==> config.mk <==
export PLATFORM = sky130hd
export DESIGN_NAME = pc_fetch
export DESIGN_NICKNAME = d
export VERILOG_FILES = /design/src/rtl/pc_fetch.sv
export SDC_FILE = /design/constraint.sdc
export NUM_CORES = 1
export LEC_CHECK = 0
export CAP_MARGIN = 20
export CORE_ASPECT_RATIO = 1.2
export CORE_UTILIZATION = 45
export CTS_BUF_LIST = sky130_fd_sc_hd__clkbuf_8
export CTS_CLUSTER_SIZE = 10
export DETAILED_ROUTE_END_ITERATION = 7
export PLACE_DENSITY = 0.8
export SYNTH_ARGS = -nofsm -noshare
export SYNTH_HDL_FRONTEND = slang
export SYNTH_SLANG_ARGS = --single-unit
==> constraint.sdc <==
create_clock -name clk -period 6.3 [get_ports clk]
set_input_delay 1.89 -clock clk [delete_from_list [all_inputs] [get_ports clk]]
set_output_delay 1.89 -clock clk [all_outputs]
set_load 0.05 [all_outputs]
==> src/rtl/pc_fetch.sv <==
// Program counter and fetch sequencer ahead of the branch-target lookup table.
// Steps the PC, redirects on taken branches, sequences start/halt, keeps run statistics.
module pc_fetch #(
  parameter int PC_W     = 12,
  parameter int LBL_W    = 8,
  parameter int START_PC = 0
) (
  input  logic             clk,
  input  logic             rst_n,
  input  logic             start,
  input  logic             stall,
  input  logic             branch_en,
  input  logic             branch_taken,
  input  logic [LBL_W-1:0] label,
  input  logic             halt_req,
  output logic [LBL_W-1:0] lut_label,
  input  logic [PC_W-1:0]  lut_target,
  output logic [PC_W-1:0]  pc,
  output logic             fetch_valid,
  output logic             flush,
  output logic             done,
  output logic             lut_miss,
  output logic [15:0]      cycle_count,
  output logic [7:0]       branch_count
);

  typedef enum logic [1:0] {IDLE = 2'd0, RUN = 2'd1, HALTED = 2'd2} state_t;

  localparam logic [PC_W-1:0] START_ADDR = PC_W'(START_PC);

  state_t            state_q, state_d;
  logic [PC_W-1:0]   pc_q, pc_d;
  logic [15:0]       cyc_q, cyc_d;
  logic [7:0]        brc_q, brc_d;
  logic              miss_q, miss_d;
  logic              br_take;

  assign br_take   = branch_en & branch_taken;
  assign lut_label = label;

  always_comb begin
    state_d = state_q;
    pc_d    = pc_q;
    cyc_d   = cyc_q;
    brc_d   = brc_q;
    miss_d  = miss_q;
    flush   = 1'b0;
    case (state_q)
      IDLE, HALTED: begin
        if (start) begin
          state_d = RUN;
          pc_d    = START_ADDR;
          cyc_d   = '0;
          brc_d   = '0;
          miss_d  = 1'b0;
        end
      end
      RUN: begin
        // Stalled and halting cycles still count as run time.
        if (cyc_q != '1) cyc_d = cyc_q + 16'd1;
        if (halt_req) begin
          state_d = HALTED;
        end else if (stall) begin
          pc_d = pc_q;
        end else if (br_take) begin
          flush = 1'b1;
          pc_d  = lut_target;
          if (brc_q != '1) brc_d = brc_q + 8'd1;
          // Target 0 is never assigned to a real label, so it flags an unknown label.
          if (lut_target == '0) miss_d = 1'b1;
        end else begin
          pc_d = pc_q + PC_W'(1);
        end
      end
      default: state_d = IDLE;
    endcase
  end

  always_ff @(posedge clk or negedge rst_n) begin
    if (!rst_n) begin
      state_q <= IDLE;
      pc_q    <= START_ADDR;
      cyc_q   <= '0;
      brc_q   <= '0;
      miss_q  <= 1'b0;
    end else begin
      state_q <= state_d;
      pc_q    <= pc_d;
      cyc_q   <= cyc_d;
      brc_q   <= brc_d;
      miss_q  <= miss_d;
    end
  end

  assign pc           = pc_q;
  assign fetch_valid  = (state_q == RUN);
  assign done         = (state_q == HALTED);
  assign lut_miss     = miss_q;
  assign cycle_count  = cyc_q;
  assign branch_count = brc_q;

endmodule

==> impl_metrics.json <==
{
  "run_status": "complete, no violations",
  "syn_nets": 298,
  "cp.required_ps": 4410,
  "syn_avg_cell_area_um2": 8.38,
  "clock_path_buffers": 2,
  "power_density_nw_per_um2": 253,
  "postCtsResizedCells": 0,
  "via_per_inst": 6.06,
  "drv_slew": 0,
  "postCtsSetupBuffers": 0,
  "use_met1": 0.308,
  "async_reset_ff_frac": 1.00,
  "worstSetupPathType": "primary input to output port",
  "dp.final_hpwl_um": 4120,
  "grt_setup_unrepaired": "no",
  "fin_crit_ps": 5400,
  "cts_inserted_buffers": 5,
  "ctsRootBufferMaster": "clkbuf_8",
  "synth_cell_type_count": 40,
  "drtIter0Drc": 190,
  "fin_crit_sh": 0.857,
  "die_h_um": 79.4,
  "fmax_mhz": 185,
  "register_area_um2": 976,
  "insertedDiodeCount": 0,
  "cpMaxStageDelayCell": "or4b_1",
  "fill_cells": 421,
  "vdd_drop_max_mv": 0.264,
  "worst_pin_slew_ps": 1040,
  "io_pins": 75,
  "cts.clk_slew.worst_paths_ps": 80,
  "area_delta_synth_final_pct": 30.5,
  "worstPathCellList": "clkdlybuf4s50_1 > or4b_1 > buf_4 > nor2_1 > buf_12",
  "dieArea_um2": 5280,
  "place_area_um2": 2810,
  "maxCapViolations": 0,
  "cts_tree": "built",
  "power_leakage_nw": 1.18,
  "synthCells": 268,
  "synth_seq_cells": 39,
  "multi_input_area_um2": 1140,
  "skew_ps": 3.57,
  "grt_pass1_wl_um": 9400,
  "slew_headroom": 0.308,
  "synth_area_um2": 2250,
  "cp_slowest_stage_delay_ps": 520,
  "power.total_uw": 742,
  "path_buf_inv": 3,
  "drt-total-wl_um": 5880,
  "grt_max_degree": 40,
  "fin_util": 0.624,
  "final_cells": 374,
  "grt_use_total": 0.234,
  "dp.cells": 366,
  "regToRegSetupSlack_ps": 3940,
  "wl_per_cell_um": 15.7,
  "drive_gt1_frac": 0.0475,
  "place.gp.congestion": 0.865,
  "synth_enable_flop_cells": 0,
  "ant_nets": 0,
  "cts.sinks": 39,
  "yosys-top-cells-area": "dfrtp_1 (43%), o21ai_0 (8.5%), nand2_1 (5.0%), a21oi_1 (4.9%), nor2_1 (3.7%)",
  "worstPathMaxFanout": 17,
  "dr.pass1.iters": 7,
  "yosysSeqAreaShare": 0.434,
  "hold_violations": 0,
  "core_area_um2": 4700,
  "grt_util_met3": 0.0500,
  "startpoint_type": "primary input",
  "ys.flop_type": "dfrtp_1",
  "critPathTopFamily": "buffers and inverters",
  "cts.htree.levels": 2,
  "grt_use_met2": 0.369,
  "drc": 0,
  "vias": 2267,
  "layout_setup_ws_ps": 901,
  "top_usage_layer": "met2",
  "design_area_um2": 2930,
  "end_kind": "output port",
  "fin_hold_ws_ps": 532,
  "yosys.area.top_type": "dfrtp_1",
  "initial_core_util": 0.479,
  "setup_viol": 0,
  "hp-class": "register to register",
  "cp.arrival_ps": 3510,
  "synth_warnings": 0,
  "die_w_um": 66.5,
  "grt-ovfl-total": 0,
  "clk_latency_ps": 300,
  "post-place-ws_ps": 904,
  "num_rows": 27,
  "layout.nets": 345,
  "io_buffers": 58,
  "first_global_vias": 2021,
  "synth_top_area_frac": 0.434,
  "antenna_found_initial": 0,
  "setup_tns_ps": 0,
  "cts_hold_buf": 0
}
[report_power, final]
group          internal [mW]  leakage, nW  total, mW  switching [mW]
logic                 0.0739        0.580      0.225           0.151
clock network          0.128       0.0612      0.221          0.0927
registers              0.269        0.537      0.296          0.0271
[worst paths after layout]
path | start | to | cells past startpoint
max | halt_req | flush | 5
min | pc[11] | pc[11] | 1
max reg2reg | state_q[0] | cycle_count[11] | 6
min reg2reg | pc[11] | pc[11] | 1
max in group asynchronous | rst_n | pc[8] | 1
min in group asynchronous | rst_n | branch_count[3] | 1
[Yosys cell counts, types with 4 or more instances]
| cell | number |
|---|---|
| buf_4 | 8 |
| and3_1 | 12 |
| o21ai_0 | 38 |
| o31ai_1 | 4 |
| nand4_1 | 6 |
| clkbuf_1 | 11 |
| a31oi_1 | 5 |
| a21oi_1 | 22 |
| nor2_1 | 22 |
| nand2_1 | 30 |
| dfrtp_1 | 39 |
| nand3_1 | 11 |
| inv_1 | 5 |
| nor4_1 | 7 |
| nor3_1 | 5 |
[cell usage in the layout (no fill, tap or decap), types with 2 or more instances in the layout]
cell and n:
a211oi_1 3, a21oi_1 22, a22o_1 2, a22oi_1 2, a31oi_1 5, and2_1 3
and3_1 12, and4_1 2, buf_4 2, clkbuf_8 6, clkdlybuf4s50_1 56, dfrtp_1 39
ha_1 3, inv_1 5, mux2i_1 2, nand2_1 30, nand2b_1 2, nand3_1 11
nand4_1 6, nor2_1 22, nor3_1 5, nor4_1 7, nor4b_1 2, o21ai_0 38
o22ai_1 2, o2bb2ai_1 3, o31ai_1 4, o41ai_1 2, or4_1 3
[logic make-up (layout without fill, tap and decap cells)]
group,count (synthesis),after routing,synth area share
simple gates,109,109,0.245
mux,2,2,0.00891
xor+xnor,2,2,0.00780
fa+ha+maj,3,3,0.0167
flops,39,39,0.434
compound gates,87,87,0.230
buf+inv,26,74,0.0573
[sequential cells by signal, summed over array words and instances (netlist names)]
name,count
branch_count,8
pc,12
state_q,2
lut_miss,1
cycle_count,16
[layer usage]
metal  part of all wire  wire length [µm]
met1               0.43              2500
met2               0.48              2800
met4              0.021               126
met5                  0                 0
met3              0.076               447
[worst register-to-register path, stage by stage (launching register included)]
cell and delay [ps]:
dfrtp_1 440, nand2b_1 550, inv_2 260, nand2_1 120, o22ai_1 230, or4_1 550
a21oi_1 130
[final cells by class]
cell class	count	area share
multi-input combinational	203	0.390
sequential	39	0.333
timing repair buffer	60	0.205
clock buffer	6	0.0282
tap	58	0.0248
clock inverter	2	0.0120
inverter	6	0.00768
Note: power is estimated with default switching activity, not from simulation.
==> RTL change, RTL diff (config.mk and constraints unchanged) <==
Set the parameter `PC_W` to 24 (it was 12).
--- a/src/rtl/pc_fetch.sv
+++ b/src/rtl/pc_fetch.sv
@@ -3,3 +3,3 @@
 module pc_fetch #(
-  parameter int PC_W     = 12,
+  parameter int PC_W     = 24,
   parameter int LBL_W    = 8,
Interface: changed (resized lut_target and pc); port bits go from 75 to 99. The function was not compared with the original's and may differ.
==> RTL change against the unedited design <==
  * Power rose by 13%
  * Synthesized area rose by 36%
  * Worst setup slack got worse by 67 ps
  * Sequential cell count rose by 12
  * Wire length rose by 48%
  * Design area rose by 35%
  * Register-to-register slack improved by 210 ps
  * Clock power fell by 18%
  * Largest cell class unchanged
  * Highest routed layer unchanged
==> RTL change: results (changes against the unedited design) <==
Top cells by area, synth -> dfrtp_1 42%, o21ai_0 5.4%, nor2_1 3.9%
First-pass GRT wire length -> 14.1 mm (+50%)
# H-tree levels -> 2 (unchanged)
Sequential area share after synthesis -> 41.8% (-1.6 points)
Layout cell share with drive strength beyond 1 -> 5.46% (+0.72 points)
Worst path slowest cell -> or4b_4
Slew @ Worst Pin -> 713 ps (-325 ps)
Status -> completed
Clock skew -> 7.36 ps (+3.79 ps)
Number of global-route vias before repair -> 2923 (+45%)
Cell Area, Placed -> 0.00387 sq mm (+38%)
Leak -> 1.50 nW (+28%)
Largest stage delay, worst path -> 710 ps (+190 ps)
Dpl hpwl -> 6.24 mm (+52%)
WHS Path Cells -> 2 (+1)
HP Class -> flip-flop to flip-flop
Final RePlAce weighted congestion -> 0.900 (+4.1%)
Peak supply drop -> 0.187 mV (-29%)
DR iter-0 viols -> 209 (+10%)
Reg2Reg Depth -> 5 (-1)
Port-buffer cells -> 82 (+41%)
Synth unique cells -> 56 (+40%)
Grt met2 use -> 41.0% (+4.1 points)
Post-synth top cells -> 51 x dfrtp_1, 33 x o21ai_0, 32 x nor2_1
TritonRoute pass-1 iters -> 4 (-3)
Net Count, Synth -> 393 (+32%)
Final net count -> 462 (+34%)
Max reg flops -> 24 (+8)
Largest net degree at the start of global routing -> 52 (+30%)
M3 GR Usage -> 4.28% (-0.72 points)
WL/cell -> 17.1 um (+9.1%)
Vias -> 3107 (+37%)
Worst path arrival time -> 3580 ps (+70 ps)
CP max FO -> 22 (+5)
Gr usage total -> 24.7% (+1.4 points)
Met1 usage -> 31.7% (+0.91 points)
[RTL change: cell count changes after synthesis, moves of 4 or more]
cell,unedited run,this run
and3_1,12,6
o21ai_0,38,33
xnor2_1,1,8
nor4_1,7,13
nand3_1,11,18
o21ai_1,0,8
dfrtp_1,39,51
nor3_1,5,15
a22oi_1,2,9
nor2_1,22,32
or3_1,1,5
[RTL change: kinds of logic (layout without fill, tap and decap cells)]
logic type | after synthesis | in the layout | share of synthesized area (%)
xor gates and xnor gates | 12 | 12 | 3.44
DFF | 51 | 51 | 41.8
adders and majority gates | 3 | 3 | 1.23
buffers and inverters | 29 | 99 | 4.71
AOI/OAI and AO/OA | 101 | 101 | 20.9
and+or+nand+nor | 153 | 153 | 27.3
muxes | 2 | 2 | 0.655
[RTL change: layout make-up]
class / instances / area [sq um]
Timing Repair Buffer: 85 / 836
Clock inverter: 3 / 12.5
Fill cell: 612 / 2530
Clock buffer: 5 / 68.8
Tap cell: 85 / 106
Sequential cell: 51 / 1280
Multi-Input combinational cell: 271 / 1630
Inverter: 6 / 22.5
[RTL change: stage by stage]
step           cells  setup slack, ps  hold slack, ps  util [%]  power (mW)
5_1_grt          506              763             570      61.0       0.876
6_report         506              833             515      61.0       0.838
4_1_cts          506              839             517      61.0       0.842
3_3_place_gp     498              885             497      59.7       0.658
3_5_place_dp     498              842             495      59.7       0.661
2_1_floorplan    351             1250             704         -       0.570
[RTL change: path summary, 6_finish.rpt]
path,start,to,slack (ps)
setup reg to reg,state_q[1],pc[23],4150
setup / recovery,halt_req,flush,830
max in group asynchronous,rst_n,branch_count[3],4160
min in group asynchronous,rst_n,pc[5],1700
hold / removal,lut_miss,lut_miss,520
hold reg to reg,lut_miss,lut_miss,520
[RTL change: report_power, final]
part | internal [mW] | leakage [nW] | switching (mW)
clock | 0.0751 | 0.0505 | 0.107
sequential | 0.350 | 0.703 | 0.0324
combinational | 0.0930 | 0.750 | 0.181
total | 0.518 | 1.50 | 0.320
[RTL change: metal layers]
| metal | vias to the layer above | wire [um] |
|---|---|---|
| met1 | 1498 | 3730 |
| met3 | 24 | 568 |
| met5 | - | 0 |
| met2 | 144 | 4100 |
| met4 | 0 | 276 |
| li1 | 1441 | - |
[RTL change: critical path, delay by kind of cell]
kind / cells / cell delay (ps)
simple gates: 2 / 950
buf+inv: 2 / 730
